### config.mk
export PLATFORM = sky130hd
export DESIGN_NAME = step_counter_bcd_flat
export DESIGN_NICKNAME = d
export VERILOG_FILES = /design/src/rtl/step_counter_bcd_if.sv /design/src/rtl/step_counter_bcd.sv /design/src/flat_wrapper.sv
export SDC_FILE = /design/constraint.sdc
export NUM_CORES = 1
export LEC_CHECK = 0
export CORE_UTILIZATION = 58
export DETAILED_ROUTE_END_ITERATION = 6
export PLACE_DENSITY = 0.91
export RECOVER_POWER = 50
export SYNTH_ARGS = -nofsm -noshare
export SYNTH_HDL_FRONTEND = slang
export SYNTH_SLANG_ARGS = --single-unit
export TNS_END_PERCENT = 5
### constraint.sdc
create_clock -name CLOCK_50 -period 2.8 [get_ports CLOCK_50]
set_input_delay 0.56 -clock CLOCK_50 [delete_from_list [all_inputs] [get_ports CLOCK_50]]
set_output_delay 0.56 -clock CLOCK_50 [all_outputs]
set_load 0.005 [all_outputs]
### src/rtl/step_counter_bcd_if.sv
`default_nettype none
// ============================================================================
//  Module      : step_counter_bcd_if
//  Description : Bundles the step counter's operation input and its display
//                outputs. The master (board/switch side) drives op and observes
//                the rest; the slave (step_counter_bcd) does the opposite.
//  Signals     : op[3:0]         priority-encoded operation request
//                tick            one-cycle prescaler strobe
//                value[W-1:0]    current counter value
//                bcd[4*DIGITS-1:0] packed BCD, digit 0 in bits [3:0]
//                bcd_valid       bcd corresponds to value
//                ovf             one-cycle wrap/clamp pulse
//  Revision    : 1.0 - initial release
// ============================================================================
interface step_counter_bcd_if #(
    parameter int W      = 5,
    parameter int DIGITS = 2
);
    logic [3:0]          op;
    logic                tick;
    logic [W-1:0]        value;
    logic [4*DIGITS-1:0] bcd;
    logic                bcd_valid;
    logic                ovf;

    modport master (
        output op,
        input  tick, value, bcd, bcd_valid, ovf
    );

    modport slave (
        input  op,
        output tick, value, bcd, bcd_valid, ovf
    );
endinterface
`default_nettype wire

### src/rtl/step_counter_bcd.sv
`default_nettype none
// ============================================================================
//  Module      : step_counter_bcd
//  Description : Modular step counter with prescaled update tick and a
//                sequential double-dabble binary-to-BCD converter feeding the
//                seven-segment font decoders.
//  Ports       : CLOCK_50  in   system clock
//                rst_n     in   asynchronous reset, active low
//                bus       slave modport of step_counter_bcd_if
//                          (op in; tick, value, bcd, bcd_valid, ovf out)
//  Options     : define STEP_COUNTER_SAT_EN for saturating arithmetic
//                (clamp to 0 / MOD-1) instead of modular wrap.
//  Revision    : 1.0 - initial release
// ============================================================================
module step_counter_bcd #(
    parameter int W             = 5,
    parameter int MOD           = 32,
    parameter int STEP_UNIT     = 4,
    parameter int PRESCALE_BITS = 24,
    parameter int DIGITS        = 2
) (
    input  wire logic          CLOCK_50,
    input  wire logic          rst_n,
    step_counter_bcd_if.slave  bus
);

    // Arithmetic is carried out two bits wider than the value so that
    // value + 3*STEP_UNIT and MOD itself never overflow.
    localparam int               c_AW    = W + 2;
    localparam int               c_BW    = 4 * DIGITS;
    localparam int               c_CW    = $clog2(W + 1);
    localparam logic [c_AW-1:0]  c_MOD   = c_AW'(MOD);
    localparam logic [c_AW-1:0]  c_STEP1 = c_AW'(STEP_UNIT);
    localparam logic [c_AW-1:0]  c_STEP2 = c_AW'(2 * STEP_UNIT);
    localparam logic [c_AW-1:0]  c_STEP3 = c_AW'(3 * STEP_UNIT);
    localparam logic [c_CW-1:0]  c_LAST  = c_CW'(W - 1);

    typedef enum logic [1:0] {
        S_IDLE  = 2'd0,
        S_SHIFT = 2'd1,
        S_DONE  = 2'd2
    } state_t;

    logic [PRESCALE_BITS-1:0] r_prescale;
    logic [W-1:0]             r_value;
    logic                     r_ovf;
    logic [W-1:0]             r_shift;
    logic [c_BW-1:0]          r_scratch;
    logic [c_CW-1:0]          r_cnt;
    logic [c_BW-1:0]          r_bcd;
    logic                     r_valid;
    state_t                   r_state;
    state_t                   w_state_nxt;

    logic                     w_tick;
    logic                     w_update;
    logic                     w_sub;
    logic [c_AW-1:0]          w_delta;
    logic [c_AW-1:0]          w_cur;
    logic [c_AW-1:0]          w_sum;
    logic [W-1:0]             w_next;
    logic                     w_clip;
    logic [c_BW-1:0]          w_adj;

    // ------------------------------------------------------------------
    // Prescaler and update strobe
    // ------------------------------------------------------------------
    always_ff @(posedge CLOCK_50 or negedge rst_n) begin
        if (!rst_n) begin
            r_prescale <= '0;
        end else begin
            r_prescale <= r_prescale + PRESCALE_BITS'(1);
        end
    end

    assign w_tick   = &r_prescale;
    assign w_update = w_tick && (bus.op != 4'b0000);

    // ------------------------------------------------------------------
    // Step selection (bit0 has highest priority) and next-value arithmetic
    // ------------------------------------------------------------------
    always_comb begin
        w_sub   = 1'b0;
        w_delta = '0;
        if (bus.op[0]) begin
            w_delta = c_STEP1;
        end else if (bus.op[1]) begin
            w_delta = c_STEP2;
        end else if (bus.op[2]) begin
            w_delta = c_STEP3;
        end else if (bus.op[3]) begin
            w_delta = c_STEP2;
            w_sub   = 1'b1;
        end
    end

    assign w_cur = c_AW'(r_value);
    assign w_sum = w_cur + w_delta;

    always_comb begin
        w_next = W'(w_sum);
        w_clip = 1'b0;
        if (!w_sub) begin
            if (w_sum >= c_MOD) begin
                w_clip = 1'b1;
`ifdef STEP_COUNTER_SAT_EN
                w_next = W'(c_MOD - c_AW'(1));
`else
                w_next = W'(w_sum - c_MOD);
`endif
            end
        end else begin
            if (w_cur >= w_delta) begin
                w_next = W'(w_cur - w_delta);
            end else begin
                w_clip = 1'b1;
`ifdef STEP_COUNTER_SAT_EN
                w_next = '0;
`else
                w_next = W'(w_cur + c_MOD - w_delta);
`endif
            end
        end
    end

    always_ff @(posedge CLOCK_50 or negedge rst_n) begin
        if (!rst_n) begin
            r_value <= '0;
            r_ovf   <= 1'b0;
        end else begin
            r_ovf <= w_update && w_clip;
            if (w_update) begin
                r_value <= w_next;
            end
        end
    end

    // ------------------------------------------------------------------
    // Double-dabble converter: W shift steps, then one edge to publish.
    // A new update always wins, so a stale result is never published.
    // ------------------------------------------------------------------
    generate
        for (genvar g = 0; g < DIGITS; g++) begin : g_digit
            assign w_adj[4*g +: 4] = (r_scratch[4*g +: 4] >= 4'd5)
                                   ? r_scratch[4*g +: 4] + 4'd3
                                   : r_scratch[4*g +: 4];
        end
    endgenerate

    always_ff @(posedge CLOCK_50 or negedge rst_n) begin
        if (!rst_n) begin
            r_state <= S_IDLE;
        end else begin
            r_state <= w_state_nxt;
        end
    end

    always_comb begin
        w_state_nxt = r_state;
        if (w_update) begin
            w_state_nxt = S_SHIFT;
        end else begin
            case (r_state)
                S_IDLE:  w_state_nxt = S_IDLE;
                S_SHIFT: if (r_cnt == c_LAST) w_state_nxt = S_DONE;
                S_DONE:  w_state_nxt = S_IDLE;
                default: w_state_nxt = S_IDLE;
            endcase
        end
    end

    always_ff @(posedge CLOCK_50 or negedge rst_n) begin
        if (!rst_n) begin
            r_shift   <= '0;
            r_scratch <= '0;
            r_cnt     <= '0;
            r_bcd     <= '0;
            r_valid   <= 1'b1;
        end else if (w_update) begin
            r_shift   <= w_next;
            r_scratch <= '0;
            r_cnt     <= '0;
            r_valid   <= 1'b0;
        end else begin
            case (r_state)
                S_SHIFT: begin
                    // Top bit of the adjusted scratch is always zero for a
                    // legal DIGITS choice, so dropping it is lossless.
                    r_scratch <= c_BW'({w_adj, r_shift[W-1]});
                    r_shift   <= {r_shift[W-2:0], 1'b0};
                    r_cnt     <= r_cnt + c_CW'(1);
                end
                S_DONE: begin
                    r_bcd   <= r_scratch;
                    r_valid <= 1'b1;
                end
                default: ;
            endcase
        end
    end

    assign bus.tick      = w_tick;
    assign bus.value     = r_value;
    assign bus.bcd       = r_bcd;
    assign bus.bcd_valid = r_valid;
    assign bus.ovf       = r_ovf;

endmodule
`default_nettype wire

### src/flat_wrapper.sv
// flat-port wrapper written by rule: the top's interface ports become plain ports
module step_counter_bcd_flat 
#(
    parameter int W             = 5,
    parameter int MOD           = 32,
    parameter int STEP_UNIT     = 4,
    parameter int PRESCALE_BITS = 24,
    parameter int DIGITS        = 2
)
  (CLOCK_50, rst_n, bus_op, bus_tick, bus_value, bus_bcd, bus_bcd_valid, bus_ovf);
  step_counter_bcd_if #(.W(W), .DIGITS(DIGITS)) bus_i ();
  input  wire logic CLOCK_50;
  input  wire logic rst_n;
  input wire logic [$bits(bus_i.op)-1:0] bus_op;
  output wire logic [$bits(bus_i.tick)-1:0] bus_tick;
  output wire logic [$bits(bus_i.value)-1:0] bus_value;
  output wire logic [$bits(bus_i.bcd)-1:0] bus_bcd;
  output wire logic [$bits(bus_i.bcd_valid)-1:0] bus_bcd_valid;
  output wire logic [$bits(bus_i.ovf)-1:0] bus_ovf;
  assign bus_i.op = bus_op;
  assign bus_tick = bus_i.tick;
  assign bus_value = bus_i.value;
  assign bus_bcd = bus_i.bcd;
  assign bus_bcd_valid = bus_i.bcd_valid;
  assign bus_ovf = bus_i.ovf;
  step_counter_bcd #(.W(W), .MOD(MOD), .STEP_UNIT(STEP_UNIT), .PRESCALE_BITS(PRESCALE_BITS), .DIGITS(DIGITS)) u_core (.CLOCK_50(CLOCK_50), .rst_n(rst_n), .bus(bus_i));
endmodule
# == Yosys cells after proc, flatten, opt, wreduce, memory -nomap -nowiden ==
# Cells that the tools add are included.
# classes
eq_ne,4
n_bitwise,1
n_addsub,9
magnitude_cmp,4
n_mux,27
n_reduce_logical,7
# ops
cell,count
5-bit 2-to-1 mux,5
24-bit by 1-bit adder with 24-bit output (second input constant),1
24-bit AND reduction,1
7-bit 2-to-1 mux,3
8-bit 2-to-1 mux,2
5-bit subtractor,2
1-bit 2-to-1 mux,9
3-bit 2-to-1 mux,3
4-bit by 3-bit greater-or-equal comparator with 1-bit output (second input constant),2
4-bit 2-to-1 mux,2
5-bit by 7-bit adder with 7-bit output,1
5-bit by 7-bit greater-or-equal comparator with 1-bit output,1
7-bit by 6-bit greater-or-equal comparator with 1-bit output (second input constant),1
2-bit 2-to-1 mux,3
5-bit by 1-bit adder with 5-bit output (second input constant),1
5-bit by 1-bit subtractor with 5-bit output (second input constant),1
4-bit by 2-bit adder with 4-bit output (second input constant),1
2-bit nonzero test,2
4-bit nonzero test,1
3-bit by 1-bit adder with 3-bit output (second input constant),1
3-bit by 2-bit adder with 3-bit output (second input constant),1
3-bit == test (second input constant),1
3-bit by 1-bit inequality test with 1-bit output (second input constant),1
2-bit by 1-bit == test with 1-bit output (second input constant),1
4 further kinds,5
# word_totals
out_inout_bits,16
regBits,57
word_cells,61

# == Logic depth before layout (Yosys ltp) ==
# depth
word_depth,9
ltp_mapped,10
ltp_nobuf,10

# == Worst setup path before layout ==
# OpenSTA, ideal clock, no wires.
# synth_path
kind,input -> register
startpoint,input port bus_op[1]
endpoint,"register u_core.r_value[4], in the netlist u_core.bus.value[4]"
stages,7
setup_time_ns,0.136
required_ns,2.664
slack_ns,0.535
t_arrival_ns,2.129
cell_sequence,inv_1 a21o_1 ha_1 fa_1 or4b_2 nand3_1 mux2i_1
# synth_via
elab_chain_len,6
elab_cells_between_ends,15
cone_classes,add/sub: 4; order compare: 2; mux: 7; reduce/logical: 2
# synth_rtl
item,line_no,source
from (decl),flat_wrapper.sv:14,input wire logic [$bits(bus_i.op)-1:0] bus_op;
7-bit 2-to-1 mux,step_counter_bcd.sv:87,end else if (bus.op[1]) begin
7-bit 2-to-1 mux,step_counter_bcd.sv:85,if (bus.op[0]) begin
5-bit by 7-bit adder with 7-bit output,step_counter_bcd.sv:98,assign w_sum = w_cur + w_delta;
7-bit by 6-bit greater-or-equal comparator with 1-bit output / 5-bit by 1-bit subtractor with 5-bit output (equally long branches),"step_counter_bcd.sv:104, step_counter_bcd.sv:109",
5-bit 2-to-1 mux,step_counter_bcd.sv:104,if (w_sum >= c_MOD) begin
5-bit 2-to-1 mux,step_counter_bcd.sv:103,if (!w_sub) begin
to (signal assigned),step_counter_bcd.sv:133,r_value <= w_next;
to (decl),step_counter_bcd.sv:45,logic [W-1:0] r_value;
# Several ways; a longest one is shown, not always the timed one.
# A chain may end at the register's enable or synchronous reset.

# == Worst setup path after layout ==
# layout_path
startpoint,register u_core.r_prescale[0]
endpoint,output port bus_tick
# layout_via
elab_chain_len,1
# layout_rtl
item,line_no,source
from (decl),step_counter_bcd.sv:44,logic [PRESCALE_BITS-1:0] r_prescale;
from (signal assigned),step_counter_bcd.sv:72,r_prescale <= r_prescale + PRESCALE_BITS'(1);
24-bit AND reduction,step_counter_bcd.sv:76,assign w_tick = &r_prescale;
to (decl),flat_wrapper.sv:15,output wire logic [$bits(bus_i.tick)-1:0] bus_tick;
# Every way passes these cells.

==> summary.md <==
| Metric | Value |
|---|---|
| Status | `complete, no violations` |
| Synth warnings | `0` |
| Ys async rst share | `100%` |
| Drt via density | `5.30` |
| Synthesized area | `0.00283 mm2` |
| Post-layout min period | `2690 ps` |
| CTS sink cnt | `55` |
| Routed WL | `5.17 mm` |
| Synth cell types | `42` |
| Startpoint types | `flip-flop` |
| Max-cap violation count | `0` |
| I/O pin total | `22` |
| Avg Inst Size Synth | `11.0 um2` |
| Final Hold Viols | `0` |
| Clock skew | `6.28 ps` |
| DRC viols | `0` |
| Initial Util | `59.9%` |
| NumNets Final | `311` |
| Post-synthesis sequential area ratio | `48.7%` |
| Maximum fanout along the worst path | `4` |
| Peak VDD IR | `0.332 mV` |
| Crit path max-delay family | `simple AND/OR/NAND/NOR gates` |
| Area Growth Syn to Fin | `16.1%` |
| Max Clk Rate | `372 MHz` |
| Met1 WL | `2.14 mm` |
| EDFF count, synth | `0` |
| Levels on crit path | `6` |
| Min-Delay Path Class | `in2async` |
| Die width | `71.9 um` |
| DIE AREA | `0.00516 mm2` |
| PD cells | `391 mW/mm2` |
| Hold slack | `252 ps` |
| Pin count of the biggest net entering global routing | `29` |
| Crit-path cells | `ha_4 -> and4_4 -> nand2_2 -> nor3_4 -> and4_1 -> clkdlybuf4s50_1` |
| Crit path DAT | `2130 ps` |
| WS Path Type | `reg2out` |
| Die height | `71.9 um` |
| Area of placed instances | `0.00317 mm2` |
| Leakage Power | `1.55 nW` |
| Pins Over Slew Limit | `0` |
| Max-slew headroom | `59.1%` |
| Share of cells above drive strength 1 | `15.8%` |
| Initial antenna violation count | `0` |
| Leading cell type in the layout, fill and taps excluded | `dfrtp_1` |
| Post-Syn Instances | `257` |
| RD Place Congestion | `0.888` |
| Predominant post-synthesis flop cell | `dfrtp_1` |
| Core ar. | `0.00472 mm2` |
| Final Cycle Share | `95.9%` |
| Skew-Pair Late Insertion Delay | `310 ps` |
| CP required | `2240 ps` |
| CTS Buf Count | `5` |
| Setup Buffers After CTS | `0` |
| CTS tree | `done` |
| # port buffers | `19` |
| Post-CTS Hold Buffers | `0` |
| Wirelength per Cell | `14.4 um` |
| Detail Route met3 WL | `158 um` |
| Cell row count | `25` |
| Global-route wire length before repair | `8.90 mm` |
| H-Tree Depth | `2` |
| Final setup viols | `0` |
| Clock-pin slew on the worst setup and hold paths | `100 ps` |
| Via count | `1901` |
| Synthesis-stage register bit count | `55` |
| Starting DRC count in detailed routing | `122` |
| Top layer in use | `met4` |
| Hpwl dp | `3.86 mm` |
| Crit path capture type | `output pin` |
| Total GRT Usage | `22.4%` |
| Fin area | `0.00329 mm2` |
| Grt ovf | `0` |
| Final Util | `69.6%` |
| Vias in the first global route | `1958` |
| Critical Path Max Stage Delay | `500 ps` |
| Buf/Inv on CP | `1` |
| Slowest-stage cell, CP | `clkdlybuf4s50_1` |
| R2R cell count | `6` |
| CTS root buffer | `clkbuf_8` |
| Number of routed nets with antenna violations | `0` |
| Max clock buf depth | `2` |
| Most frequent cells in the layout | `54 x dfrtp_1, 25 x nor2_1, 18 x clkdlybuf4s50_1` |
| Worst-Margin Slew | `614 ps` |
| Antenna diodes | `0` |
| WL met2 | `2.77 mm` |
| Pre-antenna DRT Iters | `4` |
-- area by class of cell --
| type | instances | area, um2 |
|---|---|---|
| multi-input cells | 178 | 1380 |
| fillers | 343 | 1440 |
| repair buffers | 34 | 298 |
| clock buffers | 6 | 72.6 |
| well taps | 67 | 83.8 |
| flip-flops and latches | 55 | 1380 |
| clock inverters | 2 | 12.5 |
| inverters | 17 | 63.8 |
-- cells by family (layout without fill, tap and decap cells) --
logic type      count (synthesis)  in the layout  share of synthesized area (%)
compound gates                 21             21                           4.29
xor+xnor                       26             26                           8.05
fa+ha+maj                      14             14                           6.72
buf+inv                        25             59                           3.89
flops                          55             55                           48.7
mux                            23             23                           9.59
other cells                     1              2                          0.132
simple gates                   92             92                           18.7
-- Yosys cell counts (2+ instances only) --
cell type	n	share of area [%]
a21o_1	2	0.53
fa_1	2	1.4
xor2_1	10	3.1
nor3b_1	2	0.53
mux2i_1	14	5.0
nor2_1	25	3.3
nand4_1	4	0.88
and4_1	4	1.2
clkbuf_1	4	0.53
ha_1	12	5.3
nand3_1	16	2.8
buf_4	2	0.53
a21oi_1	10	1.8
xnor2_1	16	5.0
inv_1	17	2.3
dfrtp_1	54	48
nand2_2	2	0.44
and2_1	2	0.44
nor2b_1	4	0.88
and3_1	3	0.66
nand2b_1	7	1.5
nand2_1	12	1.6
mux2_4	8	4.2
nor3_1	3	0.53
o21ai_0	5	0.88
-- stage by stage --
stage	power, W	instances	worst slack [ps]	TNS (ps)
floorplan	0.000834	258	535	0
global placement	0.000871	351	-32.0	-63.7
detailed placement	0.000874	351	-145	-325
CTS	0.00130	359	9.16	0
global route	0.00134	359	-1.21	-1.21
finish	0.00128	359	115	0
-- worst paths after layout --
path / start / to / slack, ps
setup reg to reg: u_core.r_prescale[0] / u_core.bus.bcd[4] / 650
setup / recovery: u_core.r_prescale[0] / bus_tick / 110
max in group asynchronous: rst_n / u_core.bus.bcd_valid / 1850
hold / removal: rst_n / u_core.r_scratch[4] / 250
min in group CLOCK_50: u_core.r_prescale[22] / u_core.r_prescale[22] / 470
hold reg to reg: u_core.r_prescale[22] / u_core.r_prescale[22] / 470
-- timing repair --
item,in CTS,in global routing
setup endpoints to repair,1,2
gates cloned,0,0
resized for setup,1,5
pin swaps,0,2
-- report_power, final --
| group | switching (W) | leakage [nW] | internal (W) |
|---|---|---|---|
| Combinational | 0.0000361 | 0.855 | 0.0000277 |
| Clock | 0.000251 | 0.0412 | 0.000175 |
| Sequential | 0 | 0.657 | 0.000794 |
-- layer usage --
layer / vias to the layer above / GRT usage, %
met1: 919 / 27.8
met3: 14 / 5.34
li1: 927 / -
met5: - / 0
met4: 0 / 7.41
met2: 41 / 38.7
-- flip-flops by register name, indices dropped and copies added (netlist names) --
register,flops
u_core.bus.bcd,8
u_core.bus.bcd_valid,1
u_core.bus.ovf,1
u_core.bus.value,3
u_core.r_cnt,3
u_core.r_prescale,24
u_core.r_scratch,8
u_core.r_shift,5
u_core.r_state,2
(Power assumes the default switching activity.)
